### src/rtl/multicycle_control_pkg.sv
// multicycle_control_pkg: opcodes, ALU/mux encodings and FSM states for the multi-cycle control unit
package multicycle_control_pkg;
    localparam logic [6:0] OP_LOAD   = 7'b0000011;
    localparam logic [6:0] OP_STORE  = 7'b0100011;
    localparam logic [6:0] OP_RTYPE  = 7'b0110011;
    localparam logic [6:0] OP_BRANCH = 7'b1100011;
    localparam logic [1:0] ALUOP_ADD   = 2'b00;
    localparam logic [1:0] ALUOP_SUB   = 2'b01;
    localparam logic [1:0] ALUOP_FUNCT = 2'b10;
    localparam logic [1:0] SRCB_RS2  = 2'b00;
    localparam logic [1:0] SRCB_FOUR = 2'b01;
    localparam logic [1:0] SRCB_IMM  = 2'b10;
    typedef enum logic [3:0] {
        FETCH, DECODE, MEM_ADDR, MEM_READ, MEM_WB, MEM_WRITE, EXECUTE, ALU_WB, BRANCH, HALT
    } state_t;
endpackage

### src/rtl/multicycle_control_if.sv
// multicycle_control_if: control bundle between the control FSM and the datapath/memory
// master (control FSM): in opcode, memReady; out memory request, mux selects, write strobes, aluOp, illegal
// slave (datapath): the mirror image
interface multicycle_control_if;
    logic [6:0] opcode;
    logic       memReady;
    logic       memReq;
    logic       memRead;
    logic       memWrite;
    logic       iorD;
    logic       irWrite;
    logic       pcWrite;
    logic       pcWriteCond;
    logic       pcSource;
    logic       aluSrcA;
    logic [1:0] aluSrcB;
    logic [1:0] aluOp;
    logic       memToReg;
    logic       regWrite;
    logic       illegal;
    modport master (
        input  opcode, memReady,
        output memReq, memRead, memWrite, iorD, irWrite, pcWrite, pcWriteCond, pcSource,
               aluSrcA, aluSrcB, aluOp, memToReg, regWrite, illegal
    );
    modport slave (
        output opcode, memReady,
        input  memReq, memRead, memWrite, iorD, irWrite, pcWrite, pcWriteCond, pcSource,
               aluSrcA, aluSrcB, aluOp, memToReg, regWrite, illegal
    );
endinterface

### src/rtl/multicycle_control.sv
// multicycle_control: main control FSM of the multi-cycle RV32I-subset datapath (lw, sw, beq, R-type)
// clk, rst_n (async active-low); bus: opcode/memReady in, selects/strobes/aluOp/illegal out; retired: completed-instruction count
module multicycle_control
    import multicycle_control_pkg::*;
#(
    parameter int CNT_W = 32
) (
    input  logic                 clk,
    input  logic                 rst_n,
    multicycle_control_if.master bus,
    output logic [CNT_W-1:0]     retired
);
    state_t state, next;
    logic   retire;

    always_ff @(posedge clk or negedge rst_n) begin
        if (!rst_n) begin
            state   <= FETCH;
            retired <= '0;
        end else begin
            state   <= next;
            retired <= retire ? retired + 1'b1 : retired;
        end
    end

    always_comb begin
        next            = state;
        retire          = 1'b0;
        bus.memReq      = 1'b0;
        bus.memRead     = 1'b0;
        bus.memWrite    = 1'b0;
        bus.iorD        = 1'b0;
        bus.irWrite     = 1'b0;
        bus.pcWrite     = 1'b0;
        bus.pcWriteCond = 1'b0;
        bus.pcSource    = 1'b0;
        bus.aluSrcA     = 1'b0;
        bus.aluSrcB     = SRCB_RS2;
        bus.aluOp       = ALUOP_ADD;
        bus.memToReg    = 1'b0;
        bus.regWrite    = 1'b0;
        bus.illegal     = 1'b0;
        case (state)
            FETCH: begin
                bus.memReq  = 1'b1;
                bus.memRead = 1'b1;
                bus.aluSrcB = SRCB_FOUR;
                bus.irWrite = bus.memReady;
                bus.pcWrite = bus.memReady;
                next        = bus.memReady ? DECODE : FETCH;
            end
            DECODE: begin
                bus.aluSrcB = SRCB_IMM;
                next = (bus.opcode == OP_LOAD || bus.opcode == OP_STORE) ? MEM_ADDR :
                       bus.opcode == OP_RTYPE  ? EXECUTE :
                       bus.opcode == OP_BRANCH ? BRANCH : HALT;
            end
            MEM_ADDR: begin
                bus.aluSrcA = 1'b1;
                bus.aluSrcB = SRCB_IMM;
                next        = bus.opcode == OP_LOAD ? MEM_READ : MEM_WRITE;
            end
            MEM_READ: begin
                bus.memReq  = 1'b1;
                bus.memRead = 1'b1;
                bus.iorD    = 1'b1;
                next        = bus.memReady ? MEM_WB : MEM_READ;
            end
            MEM_WB: begin
                bus.regWrite = 1'b1;
                bus.memToReg = 1'b1;
                retire       = 1'b1;
                next         = FETCH;
            end
            MEM_WRITE: begin
                bus.memReq   = 1'b1;
                bus.memWrite = 1'b1;
                bus.iorD     = 1'b1;
                retire       = bus.memReady;
                next         = bus.memReady ? FETCH : MEM_WRITE;
            end
            EXECUTE: begin
                bus.aluSrcA = 1'b1;
                bus.aluOp   = ALUOP_FUNCT;
                next        = ALU_WB;
            end
            ALU_WB: begin
                bus.regWrite = 1'b1;
                retire       = 1'b1;
                next         = FETCH;
            end
            BRANCH: begin
                bus.aluSrcA     = 1'b1;
                bus.aluOp       = ALUOP_SUB;
                bus.pcWriteCond = 1'b1;
                bus.pcSource    = 1'b1;
                retire          = 1'b1;
                next            = FETCH;
            end
            HALT: bus.illegal = 1'b1;
            default: next = FETCH;
        endcase
        // The state register resets to FETCH, whose decode would request memory; mask everything while in reset.
        if (!rst_n) begin
            bus.memReq      = 1'b0;
            bus.memRead     = 1'b0;
            bus.memWrite    = 1'b0;
            bus.iorD        = 1'b0;
            bus.irWrite     = 1'b0;
            bus.pcWrite     = 1'b0;
            bus.pcWriteCond = 1'b0;
            bus.pcSource    = 1'b0;
            bus.aluSrcA     = 1'b0;
            bus.aluSrcB     = SRCB_RS2;
            bus.aluOp       = ALUOP_ADD;
            bus.memToReg    = 1'b0;
            bus.regWrite    = 1'b0;
        end
    end
endmodule

### src/flat_wrapper.sv
// flat-port wrapper written by rule: the top's interface ports become plain ports
module multicycle_control_flat import multicycle_control_pkg::*;
#(
    parameter int CNT_W = 32
)
  (clk, rst_n, retired, bus_opcode, bus_memReady, bus_memReq, bus_memRead, bus_memWrite, bus_iorD, bus_irWrite, bus_pcWrite, bus_pcWriteCond, bus_pcSource, bus_aluSrcA, bus_aluSrcB, bus_aluOp, bus_memToReg, bus_regWrite, bus_illegal);
  multicycle_control_if bus_i ();
  input  logic clk;
  input  logic rst_n;
  output logic [CNT_W-1:0] retired;
  input wire logic [$bits(bus_i.opcode)-1:0] bus_opcode;
  input wire logic [$bits(bus_i.memReady)-1:0] bus_memReady;
  output wire logic [$bits(bus_i.memReq)-1:0] bus_memReq;
  output wire logic [$bits(bus_i.memRead)-1:0] bus_memRead;
  output wire logic [$bits(bus_i.memWrite)-1:0] bus_memWrite;
  output wire logic [$bits(bus_i.iorD)-1:0] bus_iorD;
  output wire logic [$bits(bus_i.irWrite)-1:0] bus_irWrite;
  output wire logic [$bits(bus_i.pcWrite)-1:0] bus_pcWrite;
  output wire logic [$bits(bus_i.pcWriteCond)-1:0] bus_pcWriteCond;
  output wire logic [$bits(bus_i.pcSource)-1:0] bus_pcSource;
  output wire logic [$bits(bus_i.aluSrcA)-1:0] bus_aluSrcA;
  output wire logic [$bits(bus_i.aluSrcB)-1:0] bus_aluSrcB;
  output wire logic [$bits(bus_i.aluOp)-1:0] bus_aluOp;
  output wire logic [$bits(bus_i.memToReg)-1:0] bus_memToReg;
  output wire logic [$bits(bus_i.regWrite)-1:0] bus_regWrite;
  output wire logic [$bits(bus_i.illegal)-1:0] bus_illegal;
  assign bus_i.opcode = bus_opcode;
  assign bus_i.memReady = bus_memReady;
  assign bus_memReq = bus_i.memReq;
  assign bus_memRead = bus_i.memRead;
  assign bus_memWrite = bus_i.memWrite;
  assign bus_iorD = bus_i.iorD;
  assign bus_irWrite = bus_i.irWrite;
  assign bus_pcWrite = bus_i.pcWrite;
  assign bus_pcWriteCond = bus_i.pcWriteCond;
  assign bus_pcSource = bus_i.pcSource;
  assign bus_aluSrcA = bus_i.aluSrcA;
  assign bus_aluSrcB = bus_i.aluSrcB;
  assign bus_aluOp = bus_i.aluOp;
  assign bus_memToReg = bus_i.memToReg;
  assign bus_regWrite = bus_i.regWrite;
  assign bus_illegal = bus_i.illegal;
  multicycle_control #(.CNT_W(CNT_W)) u_core (.clk(clk), .rst_n(rst_n), .bus(bus_i), .retired(retired));
endmodule
### config.mk
export PLATFORM = sky130hd
export DESIGN_NAME = multicycle_control_flat
export DESIGN_NICKNAME = d
export VERILOG_FILES = /design/src/rtl/multicycle_control_pkg.sv /design/src/rtl/multicycle_control_if.sv /design/src/rtl/multicycle_control.sv /design/src/flat_wrapper.sv
export SDC_FILE = /design/constraint.sdc
export NUM_CORES = 1
export LEC_CHECK = 0
export ABC_AREA = 0
export BUFFER_PORTS_ARGS = -buffer_cell sky130_fd_sc_hd__buf_2
export CAP_MARGIN = 20
export CORE_MARGIN = 1
export CORE_UTILIZATION = 46
export DETAILED_ROUTE_END_ITERATION = 10
export PLACE_DENSITY = 0.76
export SYNTH_ARGS = -nofsm -noshare
export SYNTH_HDL_FRONTEND = slang
export SYNTH_SLANG_ARGS = --single-unit
### constraint.sdc
create_clock -name clk -period 1.59 [get_ports clk]
set_input_delay 0 -clock clk [delete_from_list [all_inputs] [get_ports clk]]
set_output_delay 0 -clock clk [all_outputs]
set_load 0.02 [all_outputs]
Word level (Yosys, flattened, before mapping)
Cells that the tools add are included.
{"block": "totals", "register_bits": 36, "input_bits": 10, "out_inout_bits": 48, "elab_cells": 57}
{"block": "op_classes", "addsub": 1, "eq_ne": 13, "n_mux": 32, "reduce_logical": 9}
{"cell": "adder 32 x 1 -> 32 bit, second input constant", "count": 1}
{"cell": "case mux 4 bit (7 select lines)", "count": 1}
{"cell": "two-way mux 1 bit", "count": 21}
{"cell": "equality test 4 x 3 -> 1 bit, second input constant", "count": 4}
{"cell": "equality test 7 x 6 -> 1 bit, second input constant", "count": 2}
{"cell": "two-way mux 3 bit", "count": 3}
{"cell": "OR reduction 3 bit", "count": 3}
{"cell": "equality test 4 x 2 -> 1 bit, second input constant", "count": 2}
{"cell": "equality test 4 bit, second input constant", "count": 2}
{"cell": "two-way mux 4 bit", "count": 2}
{"cell": "case mux 2 bit (2 select lines)", "count": 2}
{"cell": "OR reduction 2 bit", "count": 4}
{"cell": "equality test 7 x 2 -> 1 bit, second input constant", "count": 1}
{"cell": "equality test 7 bit, second input constant", "count": 1}
{"cell": "equality test 4 x 1 -> 1 bit, second input constant", "count": 1}
{"cell": "logical NOT 4 bit", "count": 1}
{"cell": "two-way mux 2 bit", "count": 2}
{"cell": "case mux 1 bit (2 select lines)", "count": 1}
{"cell": "logical OR 1 bit", "count": 1}

Logic depth before layout (Yosys ltp)
{"block": "depth", "ltp_word": 5, "depth_mapped": 7, "ltp_nobuf": 5}

Least setup slack after synthesis
No wires, ideal clock.
{"block": "synth_timing", "kind": "register to output", "from": "reg u_core.state[2]", "to": "out bus_pcWriteCond", "t_arrival_ps": 1906, "required_ps": 1590, "path_slack_ps": -316, "stages_incl_launch_ff": 6, "path_buffers": 2, "cell_sequence": "dfrtp_1 -> buf_4 -> inv_1 -> nand2_1 -> nor4b_1 -> buf_4"}
{"block": "synth_between", "elab_chain_len": 3}
{"item": "from (decl)", "line": "multicycle_control.sv:13", "text": "state_t state, next;"}
{"item": "from (signal assigned)", "line": "multicycle_control.sv:21", "text": "state <= next;"}
{"item": "equality test 4 bit"}
{"item": "two-way mux 1 bit (2 in series)"}
{"item": "to (decl)", "line": "flat_wrapper.sv:19", "text": "output wire logic [$bits(bus_i.pcWriteCond)-1:0] bus_pcWriteCond;"}
No other way between the ends.

Final worst setup path
{"block": "layout_timing", "from": "reg u_core.state[3]", "to": "reg u_core.retired[23]"}
{"block": "layout_between", "elab_chain_len": 3, "elab_cells_between_ends": 6, "classes_between": "eq/ne (4); mux (1); reduce/logical (1)"}
{"item": "equality test 4 x 3 -> 1 bit or equality test 4 bit (tied branches)", "line": "multicycle_control.sv:43", "text": "case (state)"}
{"item": "OR reduction 3 bit (no source line)"}
{"item": "case mux 1 bit (2 select lines) (*)", "line": "multicycle_control.sv:43"}
{"item": "to (signal assigned)", "line": "multicycle_control.sv:22", "text": "retired <= retire ? retired + 1'b1 : retired;"}
{"item": "to (decl)", "line": "multicycle_control.sv:11", "text": "output logic [CNT_W-1:0] retired"}
Every way passes the cells marked *; elsewhere a longest branch is shown, timed or not.
A chain may end at the register's enable or synchronous reset.

==> impl_summary.md <==
Outcome
The flow ran to the end, but the final reports show violations. The checks that failed: negative setup slack.

CTS
The H-tree level count is 2. The maximum number of buffers from clock root to sink is 2. The clock net in this run drives a total of 36 sinks. After clock tree synthesis, the clock-pin slew on the worst setup and hold paths is approximately 80 ps. TritonCTS built the clock tree.

Counting the buffers created by CTS gives 5. The clock reaches the later pin of the worst-skew pair after between 200 and 300 ps. The tree is rooted in a sky130_fd_sc_hd__clkbuf_8.

Logic synthesis
Of the total synthesized cell area, the portion taken by XOR and XNOR cells is ~15%. After synthesis, the mean cell area works out to 10.07 um^2. The simple logic cell fraction of the synthesized area is a little over a quarter. The Yosys step of the flow raised 0 warnings. Counting flops and latches in the post-synthesis netlist gives 36. After synthesis, the largest family of logic cells by area is simple AND/OR/NAND/NOR gates. The number of nets in the synthesized netlist is 208. The synthesized netlist devotes less than 1% of its cell area to adder and majority cells.

The area of the mapped netlist is about 2000 um^2. The count of cell types in the netlist is 50. The number of flops mapped to enable cells by yosys is 0. Sequential elements use a little under half of the synthesized area.

The async set-or-reset flop fraction in the synthesized netlist is 100.0%. The predominant post-synthesis flop cell is sky130_fd_sc_hd__dfrtp_1. The number of instances in the synthesized netlist is 197. Summing the areas of all compound-gate instances in the mapped netlist gives around 6.4% of the synthesized area.

The multiplexer fraction of the synthesized cell area is 1.072%.

Global routing
Global routing finished with a remaining overflow of 0. Entering global routing, the biggest net connects 28 pins. The via count of the first global-routing pass came to around 1.8k. The overall fraction of global-route tracks in use is 22.73%.

The first global-routing pass estimated 7.728 mm of wire. The initial antenna violation count is 0.

STA
The max-slew violation total from the final report is 0. The total count of hold-check failures in the final report came to 0. The worst path uses 109.1% of the clock period. The setup slack of the critical path after layout is -145.2 ps. The clock period minus final worst setup slack is approximately 1700 ps. Setup repair after global routing could not meet its margin everywhere. The setup-violating endpoint count in the final report is 37. On the final layout, the worst clock skew is 11.89 ps. For the pin with the worst max-slew slack, the measured transition is 490.9 ps. Headroom to the max-slew limit came out at between 60% and 70%. Static timing analysis puts the maximum clock frequency at 576.3 MHz.

Finish
The antenna diode count is 0. The most frequent standard cell in the layout excluding fill and tap cells is sky130_fd_sc_hd__buf_2. After the last flow step, the layout net total stands at ~310. The area growth from synthesis to layout is 53.40%.

Leaving out fill and tap cells, the most frequent cells in the layout are sky130_fd_sc_hd__buf_2, sky130_fd_sc_hd__buf_4, sky130_fd_sc_hd__xnor2_1, sky130_fd_sc_hd__dfrtp_1, sky130_fd_sc_hd__dfrtp_2. Measured on the finished design, the core utilization comes to between 70% and 80%. The filler cells instantiated in the layout total approximately 260.

The fraction of final layout cells sized beyond drive strength 1 is a little under three fifths.

Floorplan
The vertical die dimension is 67.68 um. 58 I/O pins were placed. The initial utilization of the core area, before any placement, comes to between 40% and 50%. The number of core rows is 23. The area of the die is 4581 um^2. From left edge to right edge, the die measures approximately 68 um. The placeable core area is around 4000 um^2.

Pwr
The worst IR drop on VDD is ~0.67 mV. The total power density per cell area is ~990 nW/um^2. The analysis attributes to cell leakage a power of roughly 1.5 nW. After layout, the design draws a total of roughly 0.0030 W.

Placed design
Detailed placement finished with a half-perimeter wire length of 3.325 mm. The number of port buffers is 57. The final weighted congestion in routability-driven placement is between 0.8 and 0.9.

Worst setup path
Data on the critical path is required at its endpoint by about 1800 ps. The critical path is of the register to register type. The category of the worst setup path launch point is a register. Of all nets on the critical path, the largest fanout is 5. STA classifies the critical path endpoint as a register.

The data arrival time of the critical path is between 1500 and 2000 ps.

Run
The total of max-cap violations is 0.

Drt
The first-pass iteration count of the detailed router is 4. In the routed design, unresolved DRC markers number 0. The first routing iteration left 86 violations. The number of antenna-violating nets in the routed design is 0. The vias per cell is between 5 and 6.

The wire length per cell after detailed routing is ~14 um. The total wirelength of the detailed-routed design is between 5 and 6 mm. The via total after detailed routing is 1854.

Min path
The path class of the tightest hold or removal check is primary input to register.
[metal layers]
layer	track usage, %	vias up	wire [um]
met1	27.46	892	2064
met2	39.36	50	2691
li1	-	897	-
met4	10.90	0	145
met5	0	-	0
met3	3.041	15	166
[cells by family (layout without fill, tap and decap cells)]
family	after synthesis	in the layout
DFF	36	36
adders and majority gates	1	1
AOI/OAI and AO/OA	16	16
and+or+nand+nor	88	88
xor gates and xnor gates	33	33
buffers and inverters	21	126
muxes	2	2
[final cells by class]
cell class / instances / area (um^2) / area share (%)
clock inverter: 2 / 35.03 / 1.151
sequential: 36 / 923.4 / 30.33
timing repair buffer: 106 / 715.7 / 23.51
clock buffer: 6 / 72.57 / 2.384
tap: 50 / 62.56 / 2.055
multi-input combinational: 140 / 1190 / 39.09
inverter: 12 / 45.04 / 1.480
[power by group]
part | total (W) | switching [W] | internal (W)
Sequential | 0.00111 | 0.0000886 | 0.00102
Clock | 0.000789 | 0.000324 | 0.000465
Combinational | 0.00112 | 0.000646 | 0.000475
[timing repair]
item	CTS	global route
pin swaps	5	20
resized for setup	18	35
gates cloned	0	0
endpoints found under the hold margin	10	0
setup endpoints to repair	34	45
setup buffers	4	3
hold buffers	3	0
[worst paths after layout]
check,from,to,slack (ps),depth (start not counted)
worst max-delay path,u_core.state[3],u_core.retired[23],-150,6
worst min-delay path,bus_opcode[4],u_core.state[3],90,3
worst max register to register,u_core.state[3],u_core.retired[23],-150,6
worst min register to register,u_core.retired[13],u_core.retired[13],490,1
max in group asynchronous,rst_n,u_core.retired[5],320,3
min in group asynchronous,rst_n,u_core.retired[17],420,3
[Yosys cell counts (3+ instances only)]
| master | instances | area, um^2 |
|---|---|---|
| sky130_fd_sc_hd__nor3_1 | 13 | 65.06 |
| sky130_fd_sc_hd__a21oi_1 | 4 | 20.02 |
| sky130_fd_sc_hd__nand2_1 | 12 | 45.04 |
| sky130_fd_sc_hd__xnor2_1 | 18 | 157.7 |
| sky130_fd_sc_hd__and2_1 | 3 | 18.77 |
| sky130_fd_sc_hd__nand3_1 | 8 | 40.04 |
| sky130_fd_sc_hd__nand4_1 | 6 | 37.54 |
| sky130_fd_sc_hd__buf_4 | 4 | 30.03 |
| sky130_fd_sc_hd__clkbuf_1 | 3 | 11.26 |
| sky130_fd_sc_hd__xor2_1 | 15 | 131.4 |
| sky130_fd_sc_hd__inv_1 | 12 | 45.04 |
| sky130_fd_sc_hd__nor2b_1 | 3 | 18.77 |
| sky130_fd_sc_hd__dfrtp_1 | 36 | 900.9 |
| sky130_fd_sc_hd__nor2_1 | 16 | 60.06 |
| sky130_fd_sc_hd__nor4b_1 | 3 | 26.28 |
[state kept, by name, indices dropped and copies added, names as in the netlist]
register and flops:
u_core.retired 32, u_core.state 4
[critical path, stage by stage (launching register included)]
cell and delay, ps:
sky130_fd_sc_hd__dfrtp_2 470, sky130_fd_sc_hd__xor2_1 160, sky130_fd_sc_hd__a221o_1 260, sky130_fd_sc_hd__nand4_4 140
sky130_fd_sc_hd__buf_6 170, sky130_fd_sc_hd__nor4_4 230, sky130_fd_sc_hd__xor2_1 220
[through the flow]
step / instance area [um^2] / instances / TNS (ps) / hold WS [ps] / setup WS (ps)
floorplan: 2038 / 197 / -21.60 / -295.6 / -18.04
global placement: 2634 / 334 / -121.4 / -70.19 / -61.95
detailed placement: 2634 / 334 / -1416 / -70.99 / -146.9
CTS: 2885 / 349 / -847.6 / 74.89 / -88.45
global route: 3044 / 352 / -4828 / 112.9 / -262.0
finish: 3044 / 352 / -2062 / 93.99 / -145.2
Note: power is estimated with default switching activity, not from simulation.
